<file path="config.mk">
export PLATFORM = sky130hd
export DESIGN_NAME = riscv_alu_decoder
export DESIGN_NICKNAME = d
export VERILOG_FILES = /design/src/rtl/riscv_alu_pkg.sv /design/src/rtl/riscv_skid_buffer.sv /design/src/rtl/riscv_alu_decoder.sv
export SDC_FILE = /design/constraint.sdc
export NUM_CORES = 1
export LEC_CHECK = 0
export ABC_AREA = 1
export BUFFER_PORTS_ARGS = -buffer_cell sky130_fd_sc_hd__buf_2
export CAP_MARGIN = 10
export CORE_MARGIN = 2
export CORE_UTILIZATION = 40
export DETAILED_ROUTE_END_ITERATION = 8
export PLACE_DENSITY_LB_ADDON = 0.12
export SLEW_MARGIN = 20
export SYNTH_ARGS = -nofsm -noshare
export SYNTH_HDL_FRONTEND = slang
export SYNTH_SLANG_ARGS = --single-unit
</file>
<file path="constraint.sdc">
create_clock -name clk -period 7.5 [get_ports clk]
set_input_delay 1.125 -clock clk [delete_from_list [all_inputs] [get_ports clk]]
set_output_delay 1.125 -clock clk [all_outputs]
set_load 0.005 [all_outputs]
</file>
<file path="src/rtl/riscv_alu_pkg.sv">
// Shared definitions for the RV32I ALU decoder: ALU op codes, base opcodes and
// the decoded-beat payload that travels through the output skid buffer.
package riscv_alu_pkg;

  localparam int XLEN = 32;

  localparam logic [3:0] ALU_ADD  = 4'd0;
  localparam logic [3:0] ALU_SUB  = 4'd1;
  localparam logic [3:0] ALU_SLL  = 4'd2;
  localparam logic [3:0] ALU_SLT  = 4'd3;
  localparam logic [3:0] ALU_SLTU = 4'd4;
  localparam logic [3:0] ALU_XOR  = 4'd5;
  localparam logic [3:0] ALU_SRL  = 4'd6;
  localparam logic [3:0] ALU_SRA  = 4'd7;
  localparam logic [3:0] ALU_OR   = 4'd8;
  localparam logic [3:0] ALU_AND  = 4'd9;

  localparam logic [6:0] OPC_OP     = 7'b0110011;
  localparam logic [6:0] OPC_OP_IMM = 7'b0010011;
  localparam logic [6:0] OPC_LUI    = 7'b0110111;
  localparam logic [6:0] OPC_AUIPC  = 7'b0010111;

  localparam logic [6:0] F7_BASE = 7'b0000000;
  localparam logic [6:0] F7_ALT  = 7'b0100000;

  typedef struct packed {
    logic [XLEN-1:0] x;
    logic [XLEN-1:0] y;
    logic [3:0]      op;
    logic [4:0]      rd_addr;
    logic            rd_we;
    logic            illegal;
  } dec_beat_t;

endpackage

</file>
<file path="src/rtl/riscv_skid_buffer.sv">
// Two-entry valid/ready skid buffer: a registered output stage plus one skid
// entry. in_ready comes straight from a flop, so upstream never sees a comb path.
module riscv_skid_buffer #(
  parameter type payload_t = logic [31:0]
) (
  input  logic     clk,
  input  logic     rst_n,
  input  logic     flush,
  input  logic     in_valid,
  output logic     in_ready,
  input  payload_t in_data,
  output logic     out_valid,
  input  logic     out_ready,
  output payload_t out_data
);

  logic     skid_valid;
  payload_t skid_data;
  logic     push;
  logic     load_out;

  assign in_ready = !skid_valid;
  assign push     = in_valid && in_ready;
  assign load_out = !out_valid || out_ready;

  // NOTE: sequential state uses non-blocking assignments so every flop samples pre-edge values.
  always_ff @(posedge clk or negedge rst_n) begin
    if (!rst_n) begin
      out_valid  <= 1'b0;
      skid_valid <= 1'b0;
      out_data   <= '0;
    end else if (flush) begin
      out_valid  <= 1'b0;
      skid_valid <= 1'b0;
    end else if (load_out) begin
      if (skid_valid) begin
        out_data   <= skid_data;
        out_valid  <= 1'b1;
        skid_valid <= 1'b0;
      end else begin
        out_valid <= push;
        if (push) out_data <= in_data;
      end
    end else if (push) begin
      skid_valid <= 1'b1;
    end
  end

  // NOTE: the skid payload is deliberately not reset; it is only observed while skid_valid is set.
  always_ff @(posedge clk) begin
    if (push && !load_out) skid_data <= in_data;
  end

endmodule

</file>
<file path="src/rtl/riscv_alu_decoder.sv">
// RV32I integer decode into ALU operands/op with a registered skid-buffered output.
// Optional macro RISCV_ILLEGAL_TRAP_EN: pass illegal beats through with an illegal flag.
module riscv_alu_decoder
  import riscv_alu_pkg::*;
#(
  parameter int XLEN = 32
) (
  input  logic            clk,
  input  logic            rst_n,
  input  logic            flush,
  input  logic            in_valid,
  output logic            in_ready,
  input  logic [31:0]     instr,
  input  logic [XLEN-1:0] pc,
  input  logic [XLEN-1:0] rs1_data,
  input  logic [XLEN-1:0] rs2_data,
  output logic            out_valid,
  input  logic            out_ready,
  output logic [XLEN-1:0] alu_x,
  output logic [XLEN-1:0] alu_y,
  output logic [3:0]      alu_op,
  output logic [4:0]      rd_addr,
  output logic            rd_we
`ifdef RISCV_ILLEGAL_TRAP_EN
  ,
  output logic            illegal
`endif
);

  logic [6:0] opcode;
  logic [2:0] funct3;
  logic [6:0] funct7;
  logic       ill;
  logic       push;
  dec_beat_t  dec;
  dec_beat_t  out_beat;
  logic       unused_rs1_idx;

  assign opcode = instr[6:0];
  assign funct3 = instr[14:12];
  assign funct7 = instr[31:25];
  // Register indices are resolved upstream; only the data reaches this block.
  assign unused_rs1_idx = ^instr[19:15];

  // NOTE: every always_comb output gets a default first so no latch is inferred.
  always_comb begin
    dec         = '0;
    dec.op      = ALU_ADD;
    dec.rd_addr = instr[11:7];
    ill         = 1'b0;
    case (opcode)
      OPC_OP: begin
        dec.x = rs1_data;
        dec.y = rs2_data;
        if (funct7 == F7_ALT) ill = !(funct3 == 3'b000 || funct3 == 3'b101);
        else if (funct7 != F7_BASE) ill = 1'b1;
        case (funct3)
          3'b000: dec.op = funct7[5] ? ALU_SUB : ALU_ADD;
          3'b001: dec.op = ALU_SLL;
          3'b010: dec.op = ALU_SLT;
          3'b011: dec.op = ALU_SLTU;
          3'b100: dec.op = ALU_XOR;
          3'b101: dec.op = funct7[5] ? ALU_SRA : ALU_SRL;
          3'b110: dec.op = ALU_OR;
          3'b111: dec.op = ALU_AND;
        endcase
      end
      OPC_OP_IMM: begin
        dec.x = rs1_data;
        dec.y = {{20{instr[31]}}, instr[31:20]};
        case (funct3)
          3'b000: dec.op = ALU_ADD;
          3'b001: begin
            dec.op = ALU_SLL;
            dec.y  = {27'b0, instr[24:20]};
            ill    = funct7 != F7_BASE;
          end
          3'b010: dec.op = ALU_SLT;
          3'b011: dec.op = ALU_SLTU;
          3'b100: dec.op = ALU_XOR;
          3'b101: begin
            dec.op = instr[30] ? ALU_SRA : ALU_SRL;
            dec.y  = {27'b0, instr[24:20]};
            ill    = (funct7 != F7_BASE) && (funct7 != F7_ALT);
          end
          3'b110: dec.op = ALU_OR;
          3'b111: dec.op = ALU_AND;
        endcase
      end
      OPC_LUI: begin
        dec.y = {instr[31:12], 12'b0};
      end
      OPC_AUIPC: begin
        dec.x = pc;
        dec.y = {instr[31:12], 12'b0};
      end
      default: ill = 1'b1;
    endcase
    if (ill) begin
      dec.x  = '0;
      dec.y  = '0;
      dec.op = ALU_ADD;
    end
    dec.illegal = ill;
    dec.rd_we   = !ill && (instr[11:7] != 5'd0);
  end

`ifdef RISCV_ILLEGAL_TRAP_EN
  assign push = in_valid;
`else
  // Illegal beats still complete the input handshake but never enter the buffer.
  assign push = in_valid && !ill;
`endif

  riscv_skid_buffer #(
    .payload_t(dec_beat_t)
  ) u_skid (
    .clk      (clk),
    .rst_n    (rst_n),
    .flush    (flush),
    .in_valid (push),
    .in_ready (in_ready),
    .in_data  (dec),
    .out_valid(out_valid),
    .out_ready(out_ready),
    .out_data (out_beat)
  );

  assign alu_x   = out_beat.x;
  assign alu_y   = out_beat.y;
  assign alu_op  = out_beat.op;
  assign rd_addr = out_beat.rd_addr;
  assign rd_we   = out_beat.rd_we && !out_beat.illegal;
`ifdef RISCV_ILLEGAL_TRAP_EN
  assign illegal = out_beat.illegal;
`endif

endmodule
</file>
# [After elaboration in Yosys (flattened, before gate mapping)]
# Index checks and enable logic that the tools add are counted.
[word_totals] reg_bits=152 inputBits=133 word_cells=73
[classes] n_eq_ne=13 n_mux=21 bitwise=1 reduce_logical=24
[ops] cell="$mux W75" count=2
[ops] cell="$pmux W32 S3" count=1
[ops] cell="$mux W68" count=1
[ops] cell="$pmux W32 S2" count=1
[ops] cell="$pmux W4 S8" count=2
[ops] cell="$mux W32" count=1
[ops] cell="$eq A7 B6 Y1 const B" count=3
[ops] cell="$eq A7 B5 Y1 const B" count=2
[ops] cell="$eq A3 B3 Y1 const B" count=4
[ops] cell="$mux W1" count=10
[ops] cell="$pmux W4 S2" count=1
[ops] cell="$ne A7 B6 Y1 const B" count=1
[ops] cell="$reduce_bool A7 Y1" count=1
[ops] cell="$eq A3 B2 Y1 const B" count=2
[ops] cell="$logic_and A1 B1 Y1" count=6
[ops] cell="$logic_not A1 Y1" count=6
[ops] cell="$reduce_or A2 Y1" count=3
[ops] cell="$reduce_bool A5 Y1" count=1
[ops] cell="$reduce_bool A2 Y1" count=2
[ops] cell="$eq A3 B1 Y1 const B" count=1
[ops] cell="$logic_not A3 Y1" count=1
[ops] cell="$pmux W1 S3" count=1
[ops] cell="$reduce_and A3 Y1" count=1
[ops] cell="$reduce_bool A3 Y1" count=1
[ops] cell="other kinds (3)" count=4

# [Longest topological paths before layout]
[logic_depth] ltp_word=11 depth_mapped=13 mapped_depth_nobuf=11

# [Modules after synthesis]
# Synthesis repeated with hierarchy kept, for this count alone.
[hier_totals] cells_unflattened=1074 hier_area_um2=8102.8
[modules_own_cells] module="riscv_skid_buffer" n_inst=1 cells_each=655 area_each_um2=6279.8 seq_area_each_um2=4179.0
[modules_own_cells] module="riscv_alu_decoder" n_inst=1 cells_each=419 area_each_um2=1823.0 seq_area_each_um2=0.0

# [Worst setup path after synthesis]
# OpenSTA, ideal clock, no wires.
[synth_timing] path_type="input-to-reg" start="input instr[1]" end="register u_skid.skid_data[0] in the netlist's numbering, enable pin" setup_ns=0.601 t_arrival_ns=7.247 slack_ns=-0.348 cell_stages=8 cell_sequence="nand2_1 nor2_1 nand2_1 nor2_1 a21oi_2 nand2_1 clkbuf_1 nor3_1"
[synth_via] elab_chain_len=7 word_cells_on_any_way=10 classes_between="eq/ne: 4; mux: 1; reduce/logical: 5"
[synth_lines] element="start, declared" line="riscv_alu_decoder.sv:13" text="input logic [31:0] instr,"
[synth_lines] element="$eq A7 B5 Y1 or $eq A7 B6 Y1 (tied branches)" line="riscv_alu_decoder.sv:51" text="case (opcode)"
[synth_lines] element="$reduce_or A2 Y1 (no source line)"
[synth_lines] element="$pmux W1 S3 (*)" line="riscv_alu_decoder.sv:51"
[synth_lines] element="$logic_not A1 Y1 (*)" line="riscv_alu_decoder.sv:112" text="assign push = in_valid && !ill;"
[synth_lines] element="$logic_and A1 B1 Y1 (*)" line="riscv_alu_decoder.sv:112"
[synth_lines] element="$logic_and A1 B1 Y1 (*)" line="riscv_skid_buffer.sv:23" text="assign push = in_valid && in_ready;"
[synth_lines] element="$logic_and A1 B1 Y1 (*)" line="riscv_skid_buffer.sv:51" text="if (push && !load_out) skid_data <= in_data;"
[synth_lines] element="end signal, assigned" line="riscv_skid_buffer.sv:51"
[synth_lines] element="end, declared" line="riscv_skid_buffer.sv:18" text="payload_t skid_data;"
# Every way passes the cells marked *; elsewhere a longest branch is shown, timed or not.
# A chain may end at the register's enable or synchronous reset.

# [Worst setup path in the final report]
[layout_timing] start="input instr[6]" end="register u_skid.out_data[18] in the netlist's numbering"
[layout_via] elab_chain_len=8 word_cells_on_any_way=15 classes_between="eq/ne: 4; mux: 5; reduce/logical: 6"
[layout_lines] element="$eq A7 B5 Y1 or $eq A7 B6 Y1 (tied branches)" line="riscv_alu_decoder.sv:51"
[layout_lines] element="$reduce_or A2 Y1 (no source line)"
[layout_lines] element="$pmux W1 S3" line="riscv_alu_decoder.sv:51"
[layout_lines] element="$logic_not A1 Y1" line="riscv_alu_decoder.sv:112"
[layout_lines] element="$logic_and A1 B1 Y1" line="riscv_alu_decoder.sv:112"
[layout_lines] element="$logic_and A1 B1 Y1" line="riscv_skid_buffer.sv:23"
[layout_lines] element="$reduce_bool A2 Y1 (no source line)"
[layout_lines] element="$reduce_and A3 Y1 (no source line)"
[layout_lines] element="end signal, assigned" line="riscv_skid_buffer.sv:37" text="out_data <= skid_data;"
[layout_lines] element="end signal, assigned" line="riscv_skid_buffer.sv:42" text="if (push) out_data <= in_data;"
[layout_lines] element="end, declared" line="riscv_skid_buffer.sv:14" text="output payload_t out_data"
# Parallel ways exist; a longest one is shown, timed or not. The select of a mux whose other input is x is not followed.

==> flow_summary.ini <==
[finish]
final_cell_area_mm2 = 0.00998
area_growth_pct = 14.2
layout_commonest_cell = nand2_1
final_cell_mix = nand2_1, buf_2, inv_1
drive_gt1_share_pct = 21.2
final_nets = 1370

[worst_setup_path]
end_kind = flop
critical_path.startpoint_type = input port
path_max_fanout = 49
critPathRequiredTime_ns = 7.86
setup.worst_path.class = input port to flop
worst_ep_arrival_time_ns = 4.73

[run_status]
status = completed

[synthesis]
ys_seq_area_share_pct = 47.8
synth_ff_type = dfrtp_1
synth_nets = 1278
ys_ff_latch = 152
synth_cell_types = 29
synth_cells = 1145
yosysWarnings = 0
synth_area_per_cell_um2 = 7.64
synthArstFlopShare_pct = 50.7
synth_edf_count = 75
syn_area_mm2 = 0.00874

[run]
max-cap-violations = 0

[timing]
period_minus_slack_ns = 4.37
worst_slew_pin_slew_ns = 1.04
fmax_ghz = 0.229
finalSetupViolCount = 0
hold_slack_ns = 0.468
finalHoldViolations = 0
slew_violations = 0
worst_slack_ns = 3.13
rsz0062_at_grt = no
finClkSkew_ns = 0.00620
finalCritPeriodShare_pct = 58.3
fin_tns_setup_ns = 0
slew_headroom_pct = 30.8

[routing]
drc = 0
drt_wl_total_um = 24600
wl_per_cell_um = 16.0
num_vias = 7626
detail-route-antenna-nets = 0
drt_iter0_drc = 555
firstDrtPassIters = 5
vias_per_cell = 4.98

[clock_network]
clock_latency_ns = 0.42
clock_path_buffers = 2
post_cts_buffers = 0
post_cts_resize_count = 0
cts_tree = done
cts_made_buffers = 17
htree_levels = 4
path_clk_slew_ns = 0.06
clock_sinks = 152
clock_tree.root_cell = clkbuf_16
holdBufCountCts = 0

[floorplan]
die-area_mm2 = 0.0231
io_pins = 209
die_h_um = 152
start_util_pct = 40.4
coreArea_mm2 = 0.0216
die_x_um = 152
row_count = 54

[power_and_ir_drop]
p_per_area_mw_per_mm2 = 203
p_leak_nw = 4.68
ir_drop_mv = 0.125

[global_routing]
met3_usage_pct = 3.57
first_global_vias = 7362
grt_overflow = 0
met1_usage_pct = 30.4
grt_first_pass_wirelength_um = 39900
top_usage_layer = met2
grt_max_degree = 80
use_met2_pct = 34.2
antenna_found_initial = 1
grt_use_total_pct = 21.4

[placed_design]
dpl_cell_area_mm2 = 0.00938
pre_cts_slack_ns = 2.58
gp_congestion = 0.813
dpl.hpwl_um = 15700
portBuffers = 208

[hold_path]
worstHoldPathType = flop to flop
where the power goes:
| part | switching [W] | total [W] | internal, W |
|---|---|---|---|
| combinational | 0.000106 | 0.000193 | 0.0000870 |
| clock | 0.000336 | 0.000885 | 0.000550 |
| sequential | 0.0000292 | 0.000950 | 0.000921 |
| total | 0.000470 | 0.00203 | 0.00156 |
sequential cells by signal, indices dropped and copies added, names as in the netlist:
name               flops
u_skid.skid_data      75
u_skid.skid_valid      1
u_skid.out_valid       1
u_skid.out_data       75
metal layers:
metal	part of all wire [%]	up-vias
met3	4.6	22
met2	46	230
met5	0	-
li1	-	3822
met1	48	3552
met4	1.3	0
per-stage QoR:
step	utilization, %	std cells	total power [W]
after floorplan	-	1145	0.00110
after global placement	43.4	1498	0.00116
after detailed placement	43.4	1498	0.00116
after CTS	46.2	1530	0.00205
after global routing	46.2	1531	0.00211
final	46.2	1531	0.00203
Yosys cell counts (6+ instances only):
library cell  number  area (um2)
nand3_1           92         460
buf_1              6        22.5
nor2_1            60         225
buf_2             13        65.1
o21ai_0           42         210
inv_1             97         364
a21oi_1           13        65.1
clkbuf_1          50         188
dfrtp_1           77        1930
nand4_1           70         438
nand2_1          430        1610
buf_4             73         548
a31oi_1           21         131
edfxtp_1          75        2250
logic make-up (layout without fill, tap and decap cells):
kind of cell	Yosys count	in the layout	share of synthesized area, %
other	0	1	0
buffers and inverters	248	353	14.4
AOI/OAI and AO/OA	79	79	4.99
DFF	152	152	47.8
and+or+nand+nor	666	666	32.8
critical path: stages:
cell	delay [ns]
buf_2	0.12
nor2_4	0.54
nand3_2	0.71
nor2_4	0.48
nand3_4	0.15
nand4_4	0.13
nand2_4	0.08
nand2_2	0.76
buf_4	0.44
nand2_1	0.10
nand2_1	0.07
layout make-up:
type / count / area (um2)
Antenna cell: 1 / 2.50
Clock buffer: 23 / 479
Clock inverter: 9 / 124
Fill cell: 2270 / 11600
Inverter: 101 / 379
Multi-Input combinational cell: 745 / 3330
Sequential cell: 152 / 4180
Tap cell: 280 / 350
Timing Repair Buffer: 220 / 1130
final timing paths:
| check | from | end | slack (ns) | depth (start not counted) |
|---|---|---|---|---|
| max | instr[6] | u_skid.out_data[18] | 3.13 | 11 |
| min in group asynchronous | rst_n | u_skid.out_data[29] | 0.64 | 1 |
| min | u_skid.out_data[2] | u_skid.out_data[2] | 0.47 | 2 |
| max reg2reg | u_skid.skid_valid | u_skid.out_data[33] | 3.69 | 7 |
| max in group asynchronous | rst_n | u_skid.skid_valid | 5.86 | 2 |
| min reg2reg | u_skid.out_data[2] | u_skid.out_data[2] | 0.47 | 2 |
Power figures use the tool's default switching activity.
